===== src/rtl/uart_tx_sched_if.sv =====
// uart_tx_sched_if
// Purpose: bundles the two byte-requester handshakes that feed the UART
//          transmit scheduler.
// Signals:
//   req0_valid / req0_data / req0_ready : requester 0 handshake
//   req1_valid / req1_data / req1_ready : requester 1 handshake
// Modports:
//   master : the byte producers (drive valid/data, observe ready)
//   slave  : the scheduler (observes valid/data, drives ready)
interface uart_tx_sched_if #(
  parameter int WIDTH = 8
);
  logic             req0_valid;
  logic [WIDTH-1:0] req0_data;
  logic             req0_ready;
  logic             req1_valid;
  logic [WIDTH-1:0] req1_data;
  logic             req1_ready;

  modport master (
    output req0_valid, req0_data,
    input  req0_ready,
    output req1_valid, req1_data,
    input  req1_ready
  );

  modport slave (
    input  req0_valid, req0_data,
    output req0_ready,
    input  req1_valid, req1_data,
    output req1_ready
  );
endinterface


===== src/rtl/uart_tx_sched.sv =====
// uart_tx_sched
// Purpose: transmit-side UART controller. Arbitrates round-robin between two
//          byte requesters, then frames the winning word as
//          start bit, WIDTH data bits LSB first, stop bit, each bit lasting
//          CLKS_PER_BIT clock cycles.
// Ports:
//   clk      : single clock, all state changes on its rising edge
//   reset    : synchronous, active-high
//   req      : requester handshakes (slave side of uart_tx_sched_if)
//   tx       : registered serial line, idles high
//   busy     : high while a frame is in flight
//   grant_id : requester whose word is being sent (held while idle)
//   tx_done  : one-cycle pulse on the last cycle of the stop bit
module uart_tx_sched #(
  parameter int WIDTH        = 8,
  parameter int CLKS_PER_BIT = 16
) (
  input  logic             clk,
  input  logic             reset,
  uart_tx_sched_if.slave   req,
  output logic             tx,
  output logic             busy,
  output logic             grant_id,
  output logic             tx_done
);

  localparam int CNT_W = $clog2(CLKS_PER_BIT);
  localparam int IDX_W = $clog2(WIDTH) + 1;

  typedef enum logic [1:0] {IDLE, START, DATA, STOP} state_t;

  state_t           state;
  state_t           state_next;
  logic [WIDTH-1:0] shift_reg;
  logic [WIDTH-1:0] shift_next;
  logic [WIDTH-1:0] shifted;
  logic [CNT_W-1:0] baud_cnt;
  logic [CNT_W-1:0] baud_next;
  logic [IDX_W-1:0] bit_idx;
  logic [IDX_W-1:0] bit_next;
  logic             tx_next;
  logic             grant_next;
  logic             last_grant;
  logic             last_next;
  logic             sel;
  logic             bit_end;
  logic             accept;

  assign bit_end = (baud_cnt == CNT_W'(CLKS_PER_BIT - 1));
  assign shifted = shift_reg >> 1;

  // Arbiter choice: a lone requester wins outright; on a tie the one that
  // was not served last wins.
  always_comb begin
    sel = 1'b0;
    if (req.req0_valid && req.req1_valid) begin
      sel = ~last_grant;
    end else if (req.req1_valid) begin
      sel = 1'b1;
    end
  end

  assign req.req0_ready = (state == IDLE) && req.req0_valid && !sel;
  assign req.req1_ready = (state == IDLE) && req.req1_valid &&  sel;
  assign accept         = req.req0_ready || req.req1_ready;

  assign busy    = (state != IDLE);
  assign tx_done = (state == STOP) && bit_end;

  // Next-state and datapath logic. tx_next is the line value for the
  // following cycle, so tx changes on the same edge as the state.
  always_comb begin
    state_next = state;
    shift_next = shift_reg;
    baud_next  = baud_cnt;
    bit_next   = bit_idx;
    tx_next    = tx;
    grant_next = grant_id;
    last_next  = last_grant;

    case (state)
      IDLE: begin
        tx_next = 1'b1;
        if (accept) begin
          state_next = START;
          shift_next = sel ? req.req1_data : req.req0_data;
          grant_next = sel;
          last_next  = sel;
          baud_next  = '0;
          bit_next   = '0;
          tx_next    = 1'b0;
        end
      end

      START: begin
        baud_next = bit_end ? '0 : baud_cnt + CNT_W'(1);
        if (bit_end) begin
          state_next = DATA;
          tx_next    = shift_reg[0];
        end
      end

      DATA: begin
        baud_next = bit_end ? '0 : baud_cnt + CNT_W'(1);
        if (bit_end) begin
          shift_next = shifted;
          bit_next   = bit_idx + IDX_W'(1);
          if (bit_idx == IDX_W'(WIDTH - 1)) begin
            state_next = STOP;
            tx_next    = 1'b1;
          end else begin
            tx_next    = shifted[0];
          end
        end
      end

      STOP: begin
        baud_next = bit_end ? '0 : baud_cnt + CNT_W'(1);
        tx_next   = 1'b1;
        if (bit_end) begin
          state_next = IDLE;
        end
      end

      default: begin
        state_next = IDLE;
        tx_next    = 1'b1;
      end
    endcase
  end

  // State register. Reset drops any frame in flight and makes requester 0
  // the winner of the next tie.
  always_ff @(posedge clk) begin
    if (reset) begin
      state      <= IDLE;
      shift_reg  <= '0;
      baud_cnt   <= '0;
      bit_idx    <= '0;
      tx         <= 1'b1;
      grant_id   <= 1'b0;
      last_grant <= 1'b1;
    end else begin
      state      <= state_next;
      shift_reg  <= shift_next;
      baud_cnt   <= baud_next;
      bit_idx    <= bit_next;
      tx         <= tx_next;
      grant_id   <= grant_next;
      last_grant <= last_next;
    end
  end

endmodule


===== src/flat_wrapper.sv =====
// flat-port wrapper written by rule: the top's interface ports become plain ports
module uart_tx_sched_flat 
#(
  parameter int WIDTH        = 8,
  parameter int CLKS_PER_BIT = 16
)
  (clk, reset, tx, busy, grant_id, tx_done, req_req0_valid, req_req0_data, req_req0_ready, req_req1_valid, req_req1_data, req_req1_ready);
  uart_tx_sched_if #(.WIDTH(WIDTH)) req_i ();
  input  logic clk;
  input  logic reset;
  output logic tx;
  output logic busy;
  output logic grant_id;
  output logic tx_done;
  input wire logic [$bits(req_i.req0_valid)-1:0] req_req0_valid;
  input wire logic [$bits(req_i.req0_data)-1:0] req_req0_data;
  output wire logic [$bits(req_i.req0_ready)-1:0] req_req0_ready;
  input wire logic [$bits(req_i.req1_valid)-1:0] req_req1_valid;
  input wire logic [$bits(req_i.req1_data)-1:0] req_req1_data;
  output wire logic [$bits(req_i.req1_ready)-1:0] req_req1_ready;
  assign req_i.req0_valid = req_req0_valid;
  assign req_i.req0_data = req_req0_data;
  assign req_req0_ready = req_i.req0_ready;
  assign req_i.req1_valid = req_req1_valid;
  assign req_i.req1_data = req_req1_data;
  assign req_req1_ready = req_i.req1_ready;
  uart_tx_sched #(.WIDTH(WIDTH), .CLKS_PER_BIT(CLKS_PER_BIT)) u_core (.clk(clk), .reset(reset), .req(req_i), .tx(tx), .busy(busy), .grant_id(grant_id), .tx_done(tx_done));
endmodule

===== config.mk =====
export PLATFORM = sky130hd
export DESIGN_NAME = uart_tx_sched_flat
export DESIGN_NICKNAME = d
export VERILOG_FILES = /design/src/rtl/uart_tx_sched_if.sv /design/src/rtl/uart_tx_sched.sv /design/src/flat_wrapper.sv
export SDC_FILE = /design/constraint.sdc
export NUM_CORES = 1
export LEC_CHECK = 0
export CAP_MARGIN = 20
export CORE_UTILIZATION = 26
export DETAILED_ROUTE_END_ITERATION = 7
export GPL_ROUTABILITY_DRIVEN = 0
export PLACE_DENSITY_LB_ADDON = 0.1
export RECOVER_POWER = 25
export SLEW_MARGIN = 20
export SYNTH_ARGS = -nofsm -noshare
export SYNTH_HDL_FRONTEND = slang
export SYNTH_SLANG_ARGS = --single-unit

===== constraint.sdc =====
create_clock -name clk -period 2.2 [get_ports clk]
set_clock_uncertainty 0.1 [all_clocks]
set_input_delay 0.33 -clock clk [delete_from_list [all_inputs] [get_ports clk]]
set_output_delay 0.33 -clock clk [all_outputs]
set_load 0.01 [all_outputs]

Word level (Yosys, flattened, before mapping):

Index checks and enable logic that the tools add are counted.

* register bits after elaboration: 21
* latch bits: 0
* memory bits (writable): 0
* ROM bits: 0
* input bits: 20
* output and inout port bits: 6
* logic and storage cells: 58
* memories: 0

* add/sub/neg operators: 2
* multipliers: 0
* div/mod/pow operators: 0
* order comparisons: 0
* eq/ne operators: 10
* shift operators: 0
* mux-type cells: 22
* bitwise operators: 1
* reduce and logical (&&, ||, !) cells: 16

Operator list (count)
* two-way mux 8 bit: 3
* one-hot mux 4 bit (2 select lines): 2
* one-hot mux 8 bit (2 select lines): 1
* two-way mux 4 bit: 3
* two-way mux 2 bit: 5
* != test 2 x 1 -> 1 bit, second input constant: 5
* adder 4 x 1 -> 4 bit, second input constant: 2
* one-hot mux 2 bit (4 select lines): 1
* logical AND 1 bit: 6
* two-way mux 1 bit: 6
* AND reduction 5 bit: 1
* == test 2 bit, second input constant: 2
* == test 4 x 3 -> 1 bit, second input constant: 1
* == test 4 bit, second input constant: 1
* one-hot mux 1 bit (4 select lines): 1
* AND reduction 2 bit: 2
* nonzero test 2 bit: 2
* AND reduction 3 bit: 1
* OR reduction 3 bit: 1
* == test 2 x 1 -> 1 bit, second input constant: 1
* logical NOT 2 bit: 1
* logical NOT 1 bit: 1
* logical OR 1 bit: 1
* NOT 1 bit: 1

Logic depth before layout (Yosys ltp):

* depth after elaboration: 7
* depth in mapped cells: 8
* gate-level depth less buffers: 6

Worst setup path before layout:

No wires, ideal clock.

* path type: register to register
* start point: register u_core.state[0]
* end point: register u_core.baud_cnt[3]
* library setup time: 70 ps
* arrival time: 1606 ps
* data required time: 2030 ps
* slack: 423 ps
* stages on the path, launching flop included: 8
* path buffers: 2
* clock period less this slack: 1777 ps
* path through: dfxtp_1 inv_1 ha_1 buf_6 nor3b_4 buf_6 or4_1 a21oi_1

* cells in the longest elaborated chain, start to end: 5
* elaborated cells on any way between the ends: 12
* those cells by class: eq/ne (4); mux (1); reduce/logical (7)

Ends and longest elaborated chain
* start, declared: line uart_tx_sched.sv:32 `state_t state;`
* start signal, assigned: line uart_tx_sched.sv:144 `state <= state_next;`
* parallel branches: the longest is 5 deep, another holds one-hot mux 4 bit (2 select lines)
* end signal, assigned: line uart_tx_sched.sv:146 `baud_cnt <= baud_next;`
* end, declared: line uart_tx_sched.sv:37 `logic [CNT_W-1:0] baud_cnt;`

Several ways; the timed one is not identified.
A chain may end at the register's enable or synchronous reset.

Worst setup path after layout:

* start point: input req_req1_valid
* end point: output req_req1_ready

* cells in the longest elaborated chain, start to end: 3
* elaborated cells on any way between the ends: 5
* those cells by class: mux (2); reduce/logical (3)

Ends and longest elaborated chain
* start, declared: line flat_wrapper.sv:18 `input wire logic [$bits(req_i.req1_valid)-1:0] req_req1_valid;`
* two-way mux 1 bit / logical AND 1 bit (equally long branches): line uart_tx_sched.sv:58, uart_tx_sched.sv:56
* two-way mux 1 bit: line uart_tx_sched.sv:56 `if (req.req0_valid && req.req1_valid) begin`
* logical AND 1 bit *: line uart_tx_sched.sv:64 `assign req.req1_ready = (state == IDLE) && req.req1_valid && sel;`
* end, declared: line flat_wrapper.sv:20 `output wire logic [$bits(req_i.req1_ready)-1:0] req_req1_ready;`

Every way passes the cells marked *; elsewhere a longest branch is shown, timed or not.

==> flow_summary.json <==
{
  "outcome": "complete, but fails checks",
  "violations": "design-rule violations",
  "grt_pass1_vias": 1058,
  "drc": 5,
  "cts_max_level": 1,
  "synth-seq-cells": 21,
  "fp.dieW_um": 70.6,
  "dpl_cell_area_mm2": 0.00156,
  "critPathMaxFanout": 3,
  "rsz0062_at_grt": "no",
  "ys_async_sr_fraction_pct": 0,
  "postCtsSetupBuffers": 0,
  "place_ws_ns": -0.00302,
  "yosysWarnings": 0,
  "overflow": 0,
  "syn-num-nets": 165,
  "crit_path_end_kind": "output port",
  "cts-root-buf": "clkbuf_8",
  "final_cells": 220,
  "final_layout_size_suffix_gt1_share_pct": 15.5,
  "grt_max_degree": 24,
  "finalWorstPathRequiredPeriod_ns": 2.15,
  "dp_hpwl_um": 2190,
  "fin_crit_sh_pct": 97.6,
  "avgViaCountPerCell": 4.84,
  "grt_usage_pct": 12.1,
  "setup_ws_ns": 0.0524,
  "largest_reg_flops": 8,
  "ys.flop_type": "dfxtp_1",
  "ir_drop_v": 0.000378,
  "wl_um": 2880,
  "crit_buf_inv": 2,
  "antenna_found_initial": 0,
  "synth.area.top_cells": "dfxtp_1 (34%), mux2i_1 (8.2%), ha_1 (7.2%)",
  "synth_area_per_cell_um2": 8.87,
  "portBuffers": 25,
  "place_inst": 216,
  "crit_chain": "clkdlybuf4s50_1 > a21boi_2 > and2_1 > clkdlybuf4s50_1",
  "syn_area_mm2": 0.00122,
  "cts_tree": "done",
  "crit_arrival_ns": 1.72,
  "cp_slowest_cell": "clkdlybuf4s50_1",
  "fin_tns_setup_ns": 0,
  "synth_top_area_share_pct": 34.4,
  "final_cell_mix": "clkdlybuf4s50_1 (23), dfxtp_1 (19), o21ai_0 (15)",
  "dr.pass1.iters": 6,
  "final_common_cell": "clkdlybuf4s50_1",
  "holdWs_ns": 0.359,
  "crit_required_ns": 1.77,
  "postCtsHoldBufs": 0,
  "ant_nets": 0,
  "nets": 196,
  "cellPowerDensity_mw_per_mm2": 984,
  "p_leak_nw": 0.644,
  "slew_headroom_pct": 56.9,
  "yosysSeqAreaShare_pct": 34.4,
  "io_pins": 26,
  "die_area_mm2": 0.00499,
  "final_area_mm2": 0.00162,
  "worst_pin_slew_ns": 0.645,
  "insertion_delay_ns": 0.26,
  "cts_buffers": 3,
  "synth_edf_count": 0,
  "critPathKind": "in2out",
  "grt_pass1_wl_um": 4820,
  "netlist_instances": 138,
  "syn2layout_area_growth_pct": 32.2,
  "coreArea_mm2": 0.00444,
  "cts.repair.resized": 4,
  "cts_buffer_depth": 2,
  "slew_viol_final": 0,
  "diodes": 0,
  "cpMostUsedCell": "clkdlybuf4s50_1",
  "drtIter0Drc": 33,
  "finalHoldViolCount": 0,
  "startpoint_type": "input pin",
  "start_util_pct": 27.5,
  "cts.sinks": 21,
  "route.detailed.wl_per_inst_um": 13.1,
  "dr_total_vias": 1064,
  "fmax_mhz": 466,
  "clk_pin_slew_ns": 0.08,
  "worstHoldPathType": "reg2reg",
  "std_cell_rows": 24,
  "cpPeakStageDelay_ns": 0.53,
  "cpLargestDelayFamily": "buffers and inverters",
  "die_y_um": 70.6,
  "finalSetupViolCount": 0,
  "maxCapViolCount": 0,
  "synth_top_area_cell": "dfxtp_1",
  "yosysUniqueCellTypes": 41
}
-- cells in the mapped netlist (2+ instances only) --
cell type,number
nor4_1,2
dfxtp_1,21
nor2_1,8
inv_1,4
and3_1,2
a22o_1,7
a21oi_1,7
nand2_1,12
nand3_1,3
o21ai_0,15
and2_1,3
o21bai_1,2
nand2b_1,4
ha_1,7
buf_4,2
buf_6,2
clkbuf_1,4
mux2i_1,10
-- metrics by stage --
stage | util (%) | total power (W)
floorplan | - | 0.00108
global placement | 35.0 | 0.00132
detailed placement | 35.0 | 0.00133
CTS | 36.3 | 0.00161
global route | 36.4 | 0.00172
finish | 36.4 | 0.00159
-- final cells by class --
class / instances / area, µm²
clock inverter: 1 / 5.00
fill: 476 / 2830
sequential: 21 / 423
inverter: 4 / 15.0
tap: 52 / 65.1
timing repair buffer: 35 / 325
clock buffer: 3 / 41.3
multi-input combinational: 104 / 743
-- final timing paths --
check	from	endpoint	slack, ns	cells after the start
setup reg to reg	u_core.state[1]	u_core.bit_idx[3]	0.28	6
hold reg to reg	u_core.shift_reg[7]	u_core.shift_reg[7]	0.36	1
setup / recovery	req_req1_valid	req_req1_ready	0.05	4
hold / removal	u_core.shift_reg[7]	u_core.shift_reg[7]	0.36	1
-- where the power goes --
group | switching (W) | internal, W | total, W
Clock | 0.000136 | 0.000126 | 0.000262
Sequential | 0.0000650 | 0.000477 | 0.000542
Combinational | 0.000389 | 0.000398 | 0.000787
Total | 0.000589 | 0.00100 | 0.00159
-- kinds of logic (layout without fill, tap and decap cells) --
group,count (synthesis),after routing,synth area share [%]
adders and majority gates,7,7,7.16
buffers and inverters,13,43,5.93
and+or+nand+nor,44,44,20.2
muxes,12,12,10.2
DFF,21,21,34.4
AOI/OAI and AO/OA,41,41,22.1
-- per-layer routing --
layer	wire length, µm	track usage, %	part of all wire, %	vias up
li1	-	-	-	558
met1	1380	15.6	48	492
met2	1390	20.5	48	12
met3	84	1.99	2.9	2
met4	19	4.67	0.66	0
met5	0	0	0	-
No activity file was read; power rests on OpenSTA's default activity.
==> edit 1: new RTL, config.mk and constraints unchanged <==
Make the reset (`reset`) asynchronous in one clocked block.
--- a/src/rtl/uart_tx_sched.sv
+++ b/src/rtl/uart_tx_sched.sv
@@ -132,5 +132,5 @@
   // State register. Reset drops any frame in flight and makes requester 0
   // the winner of the next tie.
-  always_ff @(posedge clk) begin
+  always_ff @(posedge clk or posedge reset) begin
     if (reset) begin
       state      <= IDLE;
Function: differs if reset is asserted again (counterexample within 4 cycles, from zero or initial values and one cycle with reset high); with reset held inactive, the same outputs for 10 cycles.
==> edit 1 against the original RTL <==
- the run still ends with design-rule violations left
- first-iteration DRC count grew 130%
- synthesized area rose by 1.4%
- worst setup slack improved by 0.019 ns
- sequential cell count unchanged
- non-clock buffer count stayed put
- design area is 4.4% higher
- final cell count decreased by 5.9%
- routed wire length is 4.0% lower
- die area up 1.4%
- via count down 4.8%
- highest routed layer unchanged
Power is not compared: it rests on default switching activity, and its combinational part moved more than twofold at a synthesized area within 25%.
==> edit 1: results <==
{
  "grt_pass1_vias": 960,
  "final_cells": 207,
  "numCtsBuffers": 3,
  "relSlewSlack_pct": 21.2,
  "dpl.hpwl_microns": 2080,
  "vias": 1013,
  "use_met3_pct": 2.99,
  "grt_pass1_wl_microns": 4570,
  "grt_util_met1_pct": 16.6,
  "ys_async_sr_fraction_pct": 100,
  "grt_usage_pct": 11.8,
  "fmax_ghz": 0.470,
  "use_met2_pct": 17.5,
  "grt_max_degree": 22,
  "synth_largest_area_cell": "dfrtp_1",
  "dr.pass1.iters": 8,
  "crit_end": "busy",
  "crit_fanout": 7,
  "post-place-ws_ns": 0.0291,
  "cp.arrival_ns": 1.70,
  "synth_common_cells": "dfrtp_1, nand2_1, mux2i_1, o21ai_0, nor2_1",
  "met1_length_microns": 1320,
  "startpoint": "u_core.state[0]",
  "nets": 183,
  "hp-start": "u_core.grant_id",
  "outcome": "finished, violations left",
  "dpl-instance-area_sq_mm": 0.00162,
  "avgSynthCellArea_sq_um": 10.5,
  "hold_slack_ns": 0.378,
  "wl_met2_microns": 1290,
  "drt-total-wl_microns": 2760,
  "r2r_slack_ns": 0.21,
  "wl_met3_microns": 127,
  "seq_area_frac_synth_pct": 42.5,
  "min_to": "u_core.grant_id",
  "syn-num-nets": 145,
  "fillers": 467,
  "drc": 1,
  "violations": "design-rule violations",
  "synthTopCellsByArea": "dfrtp_1, mux2i_1, ha_1, o221a_2, nand2_1",
  "placedCellCount": 201,
  "layout-drive-gt1-share_pct": 23.2,
  "synth_cell_type_count": 37
}
edit 1: cell types whose count changed in the layout (fill, tap and decap cells not counted), moves of 3 or more:
| cell | unedited run | this run |
|---|---|---|
| dfrtp_1 | 0 | 19 |
| o221a_2 | 0 | 6 |
| o21ai_0 | 15 | 9 |
| nand2b_1 | 4 | 0 |
| a21oi_1 | 7 | 3 |
| a22o_1 | 7 | 0 |
| nand2_1 | 12 | 15 |
| dfxtp_1 | 19 | 0 |
edit 1: final cells by class:
class	count	area (sq um)	area share (%)
clock buffers	3	41.3	2.44
clock inverters	1	5.00	0.296
inverters	5	18.8	1.11
multi-input cells	90	697	41.3
flip-flops and latches	21	528	31.3
well taps	52	65.1	3.85
repair buffers	35	334	19.8
edit 1: critical path: stages, from the launching register on:
cell and delay [ns]:
dfrtp_1 0.41, inv_2 0.07, ha_1 0.22, buf_4 0.16, inv_1 0.05, clkdlybuf4s50_1 0.52
edit 1: power groups by stage:
stage | clock [mW] | sequential (mW) | combinational, mW
after floorplan | 0 | 0.393 | 0.0201
after global placement | 0 | 0.393 | 0.0673
after detailed placement | 0 | 0.393 | 0.0676
after CTS | 0.275 | 0.386 | 0.0680
after global routing | 0.285 | 0.386 | 0.0705
final | 0.260 | 0.386 | 0.0646
edit 1: kinds of logic (layout without fill, tap and decap cells):
family / Yosys count / count (layout) / share of synthesized area (%)
AOI/OAI and AO/OA: 32 / 32 / 20.1
xor gates and xnor gates: 1 / 1 / 0.706
adders and majority gates: 7 / 7 / 7.06
buffers and inverters: 7 / 44 / 2.52
DFF: 21 / 21 / 42.5
muxes: 13 / 13 / 11.2
and+or+nand+nor: 37 / 37 / 15.9
edit 1: timing repair:
item / CTS / global route
buffers inserted: 2 / 0
resized for setup: 5 / 3
hold buffers: 0 / 0
setup endpoints to repair: 3 / 3
==> edit 2: new RTL, config.mk and constraints unchanged <==
Without the edit above. `CLKS_PER_BIT` is set to 16 in 2 places; all go to 32.
--- a/src/rtl/uart_tx_sched.sv
+++ b/src/rtl/uart_tx_sched.sv
@@ -14,5 +14,5 @@
 module uart_tx_sched #(
   parameter int WIDTH        = 8,
-  parameter int CLKS_PER_BIT = 16
+  parameter int CLKS_PER_BIT = 32
 ) (
   input  logic             clk,
--- a/src/flat_wrapper.sv
+++ b/src/flat_wrapper.sv
@@ -3,5 +3,5 @@
 #(
   parameter int WIDTH        = 8,
-  parameter int CLKS_PER_BIT = 16
+  parameter int CLKS_PER_BIT = 32
 )
   (clk, reset, tx, busy, grant_id, tx_done, req_req0_valid, req_req0_data, req_req0_ready, req_req1_valid, req_req1_data, req_req1_ready);
Function: no difference found for any inputs over 10 cycles, from zero or initial values and one cycle with reset high; that may be too few to reach the edited logic, so the function may still have changed.
==> edit 2 against the original RTL <==
- clock power is 13% higher
- first-iteration DRC count is 130% higher
- worst setup slack better by 0.11 ns
- largest cell class unchanged
- critical path depth is 1 higher
- critical endpoint is now tx_done
- highest routed layer unchanged
- routed wire length is 11% higher
- global-route usage is 0.86 points higher
- total power is 12% higher
- sequential cell count is 1 higher
- combinational power is 16% higher
- design area is 11% higher
- synthesized area is 12% higher
==> edit 2: results <==
{
  "layout-drive-gt1-share_pct": 17.5,
  "ir_worst_vdd_uv": 409,
  "min_to": "u_core.tx",
  "seq_area_frac_synth_pct": 32.2,
  "grt_max_degree": 29,
  "path_clk_slew_ns": 0.08,
  "cp.arrival_ns": 1.61,
  "grt_pass1_wl_microns": 5440,
  "yosysWarnings": 0,
  "synth_top_flop_cell": "dfxtp_1",
  "htreeDepth": 1,
  "nets": 212,
  "dpl.hpwl_microns": 2340,
  "drt-total-wl_microns": 3190,
  "insertion_delay_ns": 0.26,
  "worstReg2RegEnd": "u_core.shift_reg[3]",
  "hp-start": "u_core.tx",
  "antenna_found_initial": 0,
  "synth_cell_type_count": 43,
  "post-place-ws_ns": 0.0216,
  "crit_fanout": 4,
  "r2r_slack_ns": 0.27,
  "syn-num-nets": 181,
  "drtIter0Drc": 76,
  "grt_pass1_vias": 1144,
  "outcome": "complete, no violations",
  "worst_pin_slew_ns": 0.338,
  "hold_slack_ns": 0.365,
  "dr.pass1.iters": 4,
  "ff2ff_path_depth": 5,
  "grt_usage_pct": 13.0,
  "synth_common_cells": "dfxtp_1, nor2_1, nand3b_1",
  "power_leakage_nw": 0.724,
  "synthTopCellsByArea": "dfxtp_1, ha_1, nand3b_1, nor2_1, a211oi_1",
  "vias": 1193
}
edit 2: final cells by class:
type	count	area, sq um
flip-flops and latches	22	443
clock buffers	4	55.1
well taps	70	87.6
fillers	535	3280
inverters	7	26.3
multi-input cells	115	861
repair buffers	35	325
edit 2: what timing repair did:
action	CTS	global route
endpoints found under the setup margin	3	1
resized for setup	9	2
endpoints found under the hold margin	0	0
edit 2: kinds of logic (layout without fill, tap and decap cells):
family / after synthesis / count (layout) / share of synthesized area, %
and+or+nand+nor: 63 / 63 / 27.6
AOI/OAI and AO/OA: 39 / 39 / 22.4
DFF: 22 / 22 / 32.2
buffers and inverters: 16 / 46 / 6.86
adders and majority gates: 8 / 8 / 7.32
muxes: 3 / 3 / 2.29
xor gates and xnor gates: 2 / 2 / 1.28
edit 2: power breakdown:
group          switching, mW  internal (mW)  total [mW]
Combinational          0.498          0.412       0.910
Sequential            0.0686          0.499       0.568
Clock                  0.138          0.160       0.297
Total                  0.704           1.07        1.78
edit 2: per-stage QoR:
stage,total power [mW],instances,utilization [%],instance area [sq um]
3_5_place_dp,1.47,249,33.8,1710
5_1_grt,1.94,253,35.4,1800
2_1_floorplan,1.26,153,-,1370
4_1_cts,1.81,253,35.4,1800
6_report,1.78,253,35.4,1800
3_3_place_gp,1.46,249,33.8,1710
edit 2: how the worst max path moves through the flow:
stage                            start        endpoint  slack (ns)  depth (start not counted)
finish              u_core.baud_cnt[0]         tx_done        0.16                          5
global route        u_core.baud_cnt[0]         tx_done        0.09                          5
CTS                    u_core.state[0]  req_req0_ready        0.03                          5
detailed placement      req_req1_valid  req_req1_ready        0.02                          4
global placement        req_req1_valid  req_req1_ready        0.07                          4
floorplan           u_core.baud_cnt[0]         tx_done        0.45                          5
edit 2: critical path, cell delays in order, from the launching register on:
cell           delay, ns
dfxtp_2             0.34
ha_2                0.19
and3_1              0.20
ha_4                0.18
and2_1              0.15
dlygate4sd2_1       0.28
edit 2: routing by layer:
metal  up-vias  routed length (microns)  track usage [%]  part of all wire, %
met1       556                     1490             16.7                   47
met2        16                     1550             21.5                   49
met5         -                        0                0                    0
li1        616                        -                -                    -
met4         0                       33             3.14                  1.0
met3         5                      113             3.52                  3.5
